<file path="src/rtl/regfile_wb_scheduler.sv">
// Writeback scheduler for the 8x12 register file: round-robin ALU/LSU arbiter, registered
// write stage and pending-write scoreboard. Optional WB_BYPASS_EN adds writeback forwarding.
module regfile_wb_scheduler #(
  parameter int DW      = 12,
  parameter int AW      = 3,
  parameter bit RR_INIT = 1'b0
) (
  input  logic              clk,
  input  logic              rst_n,
  input  logic              iss_valid,
  input  logic              iss_wr,
  input  logic [AW-1:0]     iss_dst,
  input  logic [AW-1:0]     iss_src1,
  input  logic [AW-1:0]     iss_src2,
  output logic              iss_stall,
  input  logic              alu_valid,
  input  logic [AW-1:0]     alu_dst,
  input  logic [DW-1:0]     alu_data,
  output logic              alu_ready,
  input  logic              lsu_valid,
  input  logic [AW-1:0]     lsu_dst,
  input  logic [DW-1:0]     lsu_data,
  output logic              lsu_ready,
  output logic              rf_wr_en,
  output logic [AW-1:0]     rf_wr_sel,
  output logic [DW-1:0]     rf_wr_data,
  output logic [2**AW-1:0]  busy_vec,
`ifdef WB_BYPASS_EN
  output logic              fwd_src1_hit,
  output logic              fwd_src2_hit,
  output logic [DW-1:0]     fwd_data,
`endif
  output logic              err_spurious
);

  localparam int NR = 2**AW;

  logic [NR-1:0] busy;
  logic          last_lsu;
  logic          src1_haz, src2_haz;
  logic          grant_alu, grant_lsu, any_grant, issue_set;
  logic [AW-1:0] gnt_dst;
  logic [DW-1:0] gnt_data;
  logic [NR-1:0] set_mask, clr_mask;

  assign busy_vec = busy;

  // A source matching the register being written this cycle is served by forwarding.
`ifdef WB_BYPASS_EN
  assign fwd_src1_hit = rf_wr_en & (rf_wr_sel == iss_src1);
  assign fwd_src2_hit = rf_wr_en & (rf_wr_sel == iss_src2);
  assign fwd_data     = rf_wr_data;
  assign src1_haz     = busy[iss_src1] & ~fwd_src1_hit;
  assign src2_haz     = busy[iss_src2] & ~fwd_src2_hit;
`else
  assign src1_haz     = busy[iss_src1];
  assign src2_haz     = busy[iss_src2];
`endif

  assign iss_stall = iss_valid & (src1_haz | src2_haz | (iss_wr & busy[iss_dst]));
  assign issue_set = iss_valid & iss_wr & ~iss_stall;

  // last_lsu records who won the previous grant; on contention the other side wins.
  assign grant_alu = alu_valid & (~lsu_valid | last_lsu);
  assign grant_lsu = lsu_valid & (~alu_valid | ~last_lsu);
  assign any_grant = grant_alu | grant_lsu;
  assign alu_ready = grant_alu & rst_n;
  assign lsu_ready = grant_lsu & rst_n;

  assign gnt_dst  = grant_lsu ? lsu_dst  : alu_dst;
  assign gnt_data = grant_lsu ? lsu_data : alu_data;

  assign set_mask = issue_set ? (NR'(1) << iss_dst)   : '0;
  assign clr_mask = rf_wr_en  ? (NR'(1) << rf_wr_sel) : '0;

  always_ff @(posedge clk or negedge rst_n) begin
    if (!rst_n) begin
      busy         <= '0;
      rf_wr_en     <= 1'b0;
      rf_wr_sel    <= '0;
      rf_wr_data   <= '0;
      err_spurious <= 1'b0;
      last_lsu     <= ~RR_INIT;
    end else begin
      busy     <= (busy & ~clr_mask) | set_mask;
      rf_wr_en <= any_grant;
      if (any_grant) begin
        rf_wr_sel  <= gnt_dst;
        rf_wr_data <= gnt_data;
        last_lsu   <= grant_lsu;
        if (!busy[gnt_dst])
          err_spurious <= 1'b1;
      end
    end
  end

endmodule

</file>
<file path="config.mk">
export PLATFORM = sky130hd
export DESIGN_NAME = regfile_wb_scheduler
export DESIGN_NICKNAME = d
export VERILOG_FILES = /design/src/rtl/regfile_wb_scheduler.sv
export SDC_FILE = /design/constraint.sdc
export NUM_CORES = 1
export LEC_CHECK = 0
export BUFFER_PORTS_ARGS = -buffer_cell sky130_fd_sc_hd__buf_4
export CAP_MARGIN = 5
export CELL_PAD_IN_SITES_DETAIL_PLACEMENT = 0
export CELL_PAD_IN_SITES_GLOBAL_PLACEMENT = 1
export CORE_MARGIN = 2
export CORE_UTILIZATION = 36
export CTS_BUF_LIST = sky130_fd_sc_hd__clkbuf_8
export DETAILED_ROUTE_END_ITERATION = 12
export PLACE_DENSITY = 0.92
export SYNTH_ARGS = -nofsm -noshare
export SYNTH_HDL_FRONTEND = slang
export SYNTH_SLANG_ARGS = --single-unit
export TNS_END_PERCENT = 1
</file>
<file path="constraint.sdc">
create_clock -name clk -period 2.22 [get_ports clk]
set_input_delay 0.333 -clock clk [delete_from_list [all_inputs] [get_ports clk]]
set_output_delay 0.333 -clock clk [all_outputs]
set_load 0.02 [all_outputs]
</file>
==> impl_metrics.py, run 1 <==
metrics = {
    "outcome": {
        "status": "finished, final reports clean",
    },
    "yosys": {
        "yosysWarnings": 0,
        "synth_top_cell_area_share_pct": 38.6,
        "synth_edf_count": 0,
        "synth_seq_area_share_pct": 40.2,
        "ys_types": 29,
        "yosys-top-cells-area": "dfrtp_1 (39%), mux2_2 (9.0%), nor2_1 (6.9%), mux4_1 (6.5%), mux4_2 (5.6%)",
        "synth_area_um2": 1620,
        "synthCells": 155,
        "syn_nets": 200,
        "synth_largest_area_cell": "dfrtp_1",
        "synthArstFlopShare_pct": 100,
        "ys.flop_type": "dfrtp_1",
        "yosysMostFrequentCell": "nor2_1",
        "avgSynthCellArea_um2": 10.5,
        "synth-seq-cells": 26,
        "ys_top_cells_by_count": "nor2_1 (30), dfrtp_1 (25), mux2_2 (13), o22ai_1 (13), o31ai_1 (9)",
    },
    "critical_path": {
        "crit_chain": "mux4_2 > mux2i_2 > nand2_2 > o31a_1 > buf_6",
        "worstSetupPathType": "reg2out",
        "r2r_cells": 5,
        "reg2reg_to": "busy_vec[5]$_DFF_PN0_",
        "rr_startpoint": "busy_vec[2]$_DFF_PN0_",
        "crit_slowest_cell": "mux4_2",
        "worstSetupStartpointType": "register",
        "cp-end-kind": "primary output",
        "cpPeakStageDelay_ps": 470,
        "critPathRequiredTime_ps": 1890,
        "cp.arrival_ps": 1830,
        "rrSetupSlack_ps": 490,
        "crit_path_max_fanout": 4,
    },
    "global_routing": {
        "grt_pass1_wl_mm": 7.58,
        "first_global_vias": 1598,
        "grtUsageTotal_pct": 18.8,
        "overflow": 0,
        "antenna_found_initial": 0,
        "grt_max_degree": 29,
    },
    "sta": {
        "fin_ws_ps": 54.5,
        "slew_viol_final": 0,
        "finClkSkew_ps": 4.67,
        "fmax_mhz": 462,
        "min_period_ps": 2170,
        "worst_pin_slew_ps": 377,
        "rsz0062_at_grt": "yes",
        "slew_headroom_pct": 74.9,
        "hold_viol_final": 0,
        "setup_viol": 0,
        "fin_crit_sh_pct": 97.5,
    },
    "detailed_routing": {
        "dr_total_vias": 1560,
        "drt_iter0_markers": 77,
        "drt-total-wl_mm": 4.49,
        "drc": 0,
        "post_drt_via_cell_ratio": 5.42,
        "ant_nets": 0,
        "drtPass1Iterations": 4,
        "routedWlPerCell_um": 15.6,
    },
    "cells_and_area": {
        "diodes": 0,
        "area_growth_pct": 43.8,
        "layout.nets": 282,
        "drive_above_1_share_pct": 50.8,
        "fillers": 394,
        "post-route-util_pct": 53.5,
        "finalNonFillerCells": 288,
    },
    "place": {
        "placedCellCount": 275,
        "dp_slack_ps": 214,
        "dpl.hpwl_mm": 3.22,
        "io_buffer_count": 72,
        "finalWeightedCongestion": 0.814,
    },
    "clock_tree": {
        "cts_tree": "built",
        "clk_pin_slew_ps": 90,
        "cts_root_buffer": "clkbuf_8",
        "clock_sinks": 26,
        "cts_buffers": 3,
        "clockBufferDepth": 2,
        "cts.htree.levels": 1,
        "clk_latency_ps": 270,
    },
    "pwr": {
        "p_per_area_nw_per_um2": 806,
        "finalPower_mw": 1.88,
        "static-leakage-power_nw": 1.08,
        "vdd_drop_max_mv": 0.343,
    },
    "die": {
        "start_util_pct": 37.2,
        "dieArea_um2": 5050,
        "die_height_um": 71.1,
        "fp.dieW_um": 71.1,
        "ios": 73,
        "num_rows": 24,
        "core_um2": 4350,
    },
    "hold_path": {
        "min_path_type": "in2reg",
        "whs_endpoint": "rf_wr_data[3]$_DFFE_PN0P_",
        "min_path_cells": 3,
        "hold_start": "lsu_data[3]",
    },
    "run": {
        "max_cap_viol_count": 0,
    },
}
==> metrics by stage <==
step           TNS [ps]  hold slack [ps]  instance area (µm²)
2_1_floorplan         0             37.4                 1620
3_3_place_gp          0              266                 2220
3_5_place_dp          0              268                 2220
4_1_cts               0              282                 2320
5_1_grt           -38.9              275                 2330
6_report              0              282                 2330
==> critical path: cells and delay by family (launching register included) <==
family                 cells  cell delay [ps]
multiplexers               2              640
flip-flops                 1              450
AO/OA/AOI/OAI              1              250
buffers and inverters      1              130
AND/OR/NAND/NOR            1               90
==> flip-flops by register name, summed over array words and instances (netlist names) <==
register / flops
rf_wr_data: 12
rf_wr_en: 1
busy_vec: 8
rf_wr_sel: 3
err_spurious: 1
last_lsu: 1
==> report_power, final <==
group	total, mW	switching [mW]	internal, mW	leakage, nW
logic	0.950	0.459	0.491	0.751
registers	0.654	0.0818	0.573	0.299
clock network	0.274	0.150	0.124	0.0269
==> per-layer routing <==
| layer | global-route usage [%] | routed length (µm) | part of all wire [%] | vias to the layer above |
|---|---|---|---|---|
| li1 | - | - | - | 746 |
| met1 | 25.6 | 2010 | 45 | 764 |
| met2 | 29.8 | 2180 | 49 | 43 |
| met3 | 3.99 | 225 | 5.0 | 7 |
| met4 | 6.92 | 74 | 1.6 | 0 |
| met5 | 0 | 0 | 0 | - |
==> layout by cell type (no fill, tap or decap), types with 2 or more instances in the layout <==
cell type and n:
buf_4 83, nand2_1 7, mux4_2 8, o22ai_1 13
nor3b_1 3, inv_1 2, nand2b_1 4, mux2i_1 7
mux2_2 13, dfrtp_2 5, and3_1 4, nor2_1 30
o21ai_0 8, o31ai_1 9, a21oi_1 2, clkbuf_8 3
nand3_1 2, dfrtp_1 20
==> worst max path at each step <==
stage,slack (ps),end,from,cells after the start
floorplan,230,iss_stall,busy_vec[3]$_DFF_PN0_,4
global placement,220,iss_stall,iss_src1[1],6
detailed placement,210,iss_stall,iss_src1[1],6
CTS,7,iss_stall,busy_vec[3]$_DFF_PN0_,5
global route,-40,iss_stall,busy_vec[2]$_DFF_PN0_,5
finish,50,iss_stall,busy_vec[2]$_DFF_PN0_,5
==> cells by family (layout without fill, tap and decap cells) <==
family | after synthesis | after routing | share of synthesized area, %
AOI/OAI and AO/OA | 36 | 36 | 14.6
and+or+nand+nor | 54 | 54 | 15.5
buffers and inverters | 9 | 90 | 2.70
muxes | 30 | 30 | 26.9
DFF | 26 | 26 | 40.2
==> cell type report <==
class	count	area (µm²)	share of cell area [%]
tap	52	65.1	2.79
clock buffer	3	41.3	1.77
clock inverter	1	3.75	0.161
multi-input combinational	120	913	39.2
inverter	1	3.75	0.161
sequential	26	658	28.2
timing repair buffer	85	644	27.7
==> what timing repair did <==
item,in CTS,in global routing
buffers inserted,7,1
pin swaps,1,2
endpoints found under the hold margin,25,0
setup endpoints to repair,1,1
hold buffers,1,0
gates resized for setup,10,1
Power figures use the tool's default switching activity.
==> run 2: changes to the inputs <==
--- a/config.mk
+++ b/config.mk
@@ -12,6 +12,7 @@
 export CORE_MARGIN = 2
 export CORE_UTILIZATION = 36
 export CTS_BUF_LIST = sky130_fd_sc_hd__clkbuf_8
+export CTS_CLUSTER_DIAMETER = 80
 export DETAILED_ROUTE_END_ITERATION = 12
 export PLACE_DENSITY = 0.92
 export SYNTH_ARGS = -nofsm -noshare
==> constraint.sdc (replaced) <==
create_clock -name clk -period 2 [get_ports clk]
set_input_delay 0.4 -clock clk [delete_from_list [all_inputs] [get_ports clk]]
set_output_delay 0.4 -clock clk [all_outputs]
set_load 0.02 [all_outputs]
==> run 2 against run 1 <==
The run now ends with setup timing left; cell count increased by 0.69%; first-iteration DRC count up 61%; die area did not move; sequential cell count unchanged; sequential power grew 9.3%; clock skew grew 4.0 ps; via count down 0.58%; sequential share of layout area shrank 0.54 points; non-clock buffer count is 2 higher; critical path type unchanged; largest cell class unchanged.
==> impl_metrics.py, run 2 (synthesized netlist as in run 1, its figures left out) <==
metrics = {
    "global_routing": {
        "overflow": 0,
        "grt_max_degree": 18,
        "first_global_vias": 1601,
        "antenna_found_initial": 0,
        "grtUsageTotal_pct": 19.0,
        "grt_pass1_wl_mm": 7.67,
    },
    "sta": {
        "fmax_mhz": 451,
        "slew_viol_final": 0,
        "hold-worst-slack_ps": 353,
        "worst_pin_slew_ps": 384,
        "fin_crit_sh_pct": 111,
        "tns_ps": -219,
        "min_period_ps": 2220,
        "rsz0062_at_grt": "yes",
        "setup_viol": 1,
        "finClkSkew_ps": 8.69,
        "hold_viol_final": 0,
        "slew_headroom_pct": 74.4,
        "fin_ws_ps": -219,
    },
    "clock_tree": {
        "cts_root_buffer": "clkbuf_8",
        "clockBufferDepth": 2,
        "clk_latency_ps": 270,
        "clk_pin_slew_ps": 90,
        "clock_sinks": 26,
        "cts_tree": "built",
        "cts.htree.levels": 1,
        "cts_buffers": 3,
    },
    "place": {
        "io_buffer_count": 72,
        "finalWeightedCongestion": 0.907,
        "dpl.hpwl_mm": 3.62,
        "postPlaceCellArea_um2": 2280,
    },
    "detailed_routing": {
        "drt-total-wl_mm": 4.64,
        "post_drt_via_cell_ratio": 5.35,
        "drt_iter0_markers": 124,
        "drtPass1Iterations": 5,
        "drc": 0,
        "ant_nets": 0,
        "routedWlPerCell_um": 16.0,
        "dr_total_vias": 1551,
    },
    "die": {
        "ios": 73,
        "num_rows": 24,
        "fp.dieW_um": 71.1,
        "start_util_pct": 37.2,
        "die_height_um": 71.1,
        "dieArea_um2": 5050,
        "core_um2": 4350,
    },
    "cells_and_area": {
        "drive_above_1_share_pct": 48.3,
        "mostFrequentLayoutCell": "buf_4",
        "largest_reg_flops": 12,
        "layout.nets": 284,
        "fillers": 405,
        "design_area_um2": 2350,
        "mostFrequentLayoutCells": "buf_4 (85), nor2_1 (30), dfrtp_1 (25)",
        "diodes": 0,
        "area_growth_pct": 45.2,
        "max_flop_register": "rf_wr_data",
    },
    "critical_path": {
        "cp.arrival_ps": 1820,
        "critPathRequiredTime_ps": 1600,
        "worstSetupStartpointType": "register",
        "crit_path_max_fanout": 4,
        "worstSetupPathType": "reg2out",
        "rrSetupSlack_ps": 290,
        "cp-end-kind": "primary output",
    },
    "pwr": {
        "static-leakage-power_nw": 1.11,
        "p_per_area_nw_per_um2": 898,
        "p_clk_share_pct": 16.0,
        "intPower_mw": 1.34,
        "pwr-share-seq_pct": 33.8,
        "vdd_drop_max_mv": 0.314,
        "switching_share_pct": 36.5,
        "netSwitchingPower_mw": 0.770,
        "combPwrFrac_pct": 50.2,
        "finalPower_mw": 2.11,
    },
    "outcome": {
        "status": "finished, violations left",
        "violations": "setup timing",
    },
    "run": {
        "max_cap_viol_count": 0,
    },
    "hold_path": {
        "min_path_type": "in2reg",
    },
}
-- run 2: worst paths after layout --
kind                                     startpoint                          to  cells after the start
max reg2reg                   busy_vec[5]$_DFF_PN0_       busy_vec[2]$_DFF_PN0_                      5
min reg2reg                err_spurious$_DFFE_PN0P_    err_spurious$_DFFE_PN0P_                      1
min                                    lsu_data[11]  rf_wr_data[11]$_DFFE_PN0P_                      3
max in group asynchronous                     rst_n        last_lsu$_DFFE_PN1P_                      3
max                           busy_vec[5]$_DFF_PN0_                   iss_stall                      5
min in group asynchronous                     rst_n       busy_vec[5]$_DFF_PN0_                      2
-- run 2: per-stage QoR --
stage                     cells  utilization, %  setup WS [ps]
after CTS                   289            53.9           -238
after global placement      283            52.3          -78.2
final                       290            54.0           -219
after global routing        290            54.0           -301
after detailed placement    283            52.3           -118
after floorplan             155               -           2.21
-- run 2: worst max-delay path, cell delays in order, from the launching register on --
cell	delay, ps
dfrtp_1	410
mux4_1	500
mux2i_1	170
nand2_2	90
o31a_1	250
buf_6	130
-- run 2: cell type report --
type                            instances  area (µm²)  area share, %
Clock buffer                            4        55.1           2.34
Inverter                                1        3.75          0.160
Sequential cell                        26         652           27.7
Timing Repair Buffer                   87         659           28.0
Multi-Input combinational cell        120         917           39.0
Tap cell                               52        65.1           2.77
-- run 2: power groups by stage --
| stage | registers, mW | logic [mW] | clock network [mW] |
|---|---|---|---|
| final | 0.715 | 1.06 | 0.338 |
| after CTS | 0.714 | 1.05 | 0.341 |
| after global routing | 0.728 | 1.14 | 0.374 |
| after detailed placement | 0.722 | 1.03 | 0 |
| after floorplan | 0.855 | 0.391 | 0 |
| after global placement | 0.712 | 1.01 | 0 |
-- run 2: metal layers --
metal	up-vias	share of wire [%]	GRT usage [%]
met5	-	0	0
met4	0	1.3	6.29
met3	6	4.0	2.71
met2	37	51	31.7
met1	760	44	25.6
li1	748	-	-
-- run 2: what timing repair did --
action,4_1_cts,5_1_grt
gates resized for setup,3,0
hold endpoints to repair,9,0
hold buffers,1,0
pin swaps,1,1
buffers inserted,1,1
endpoints found under the setup margin,1,1
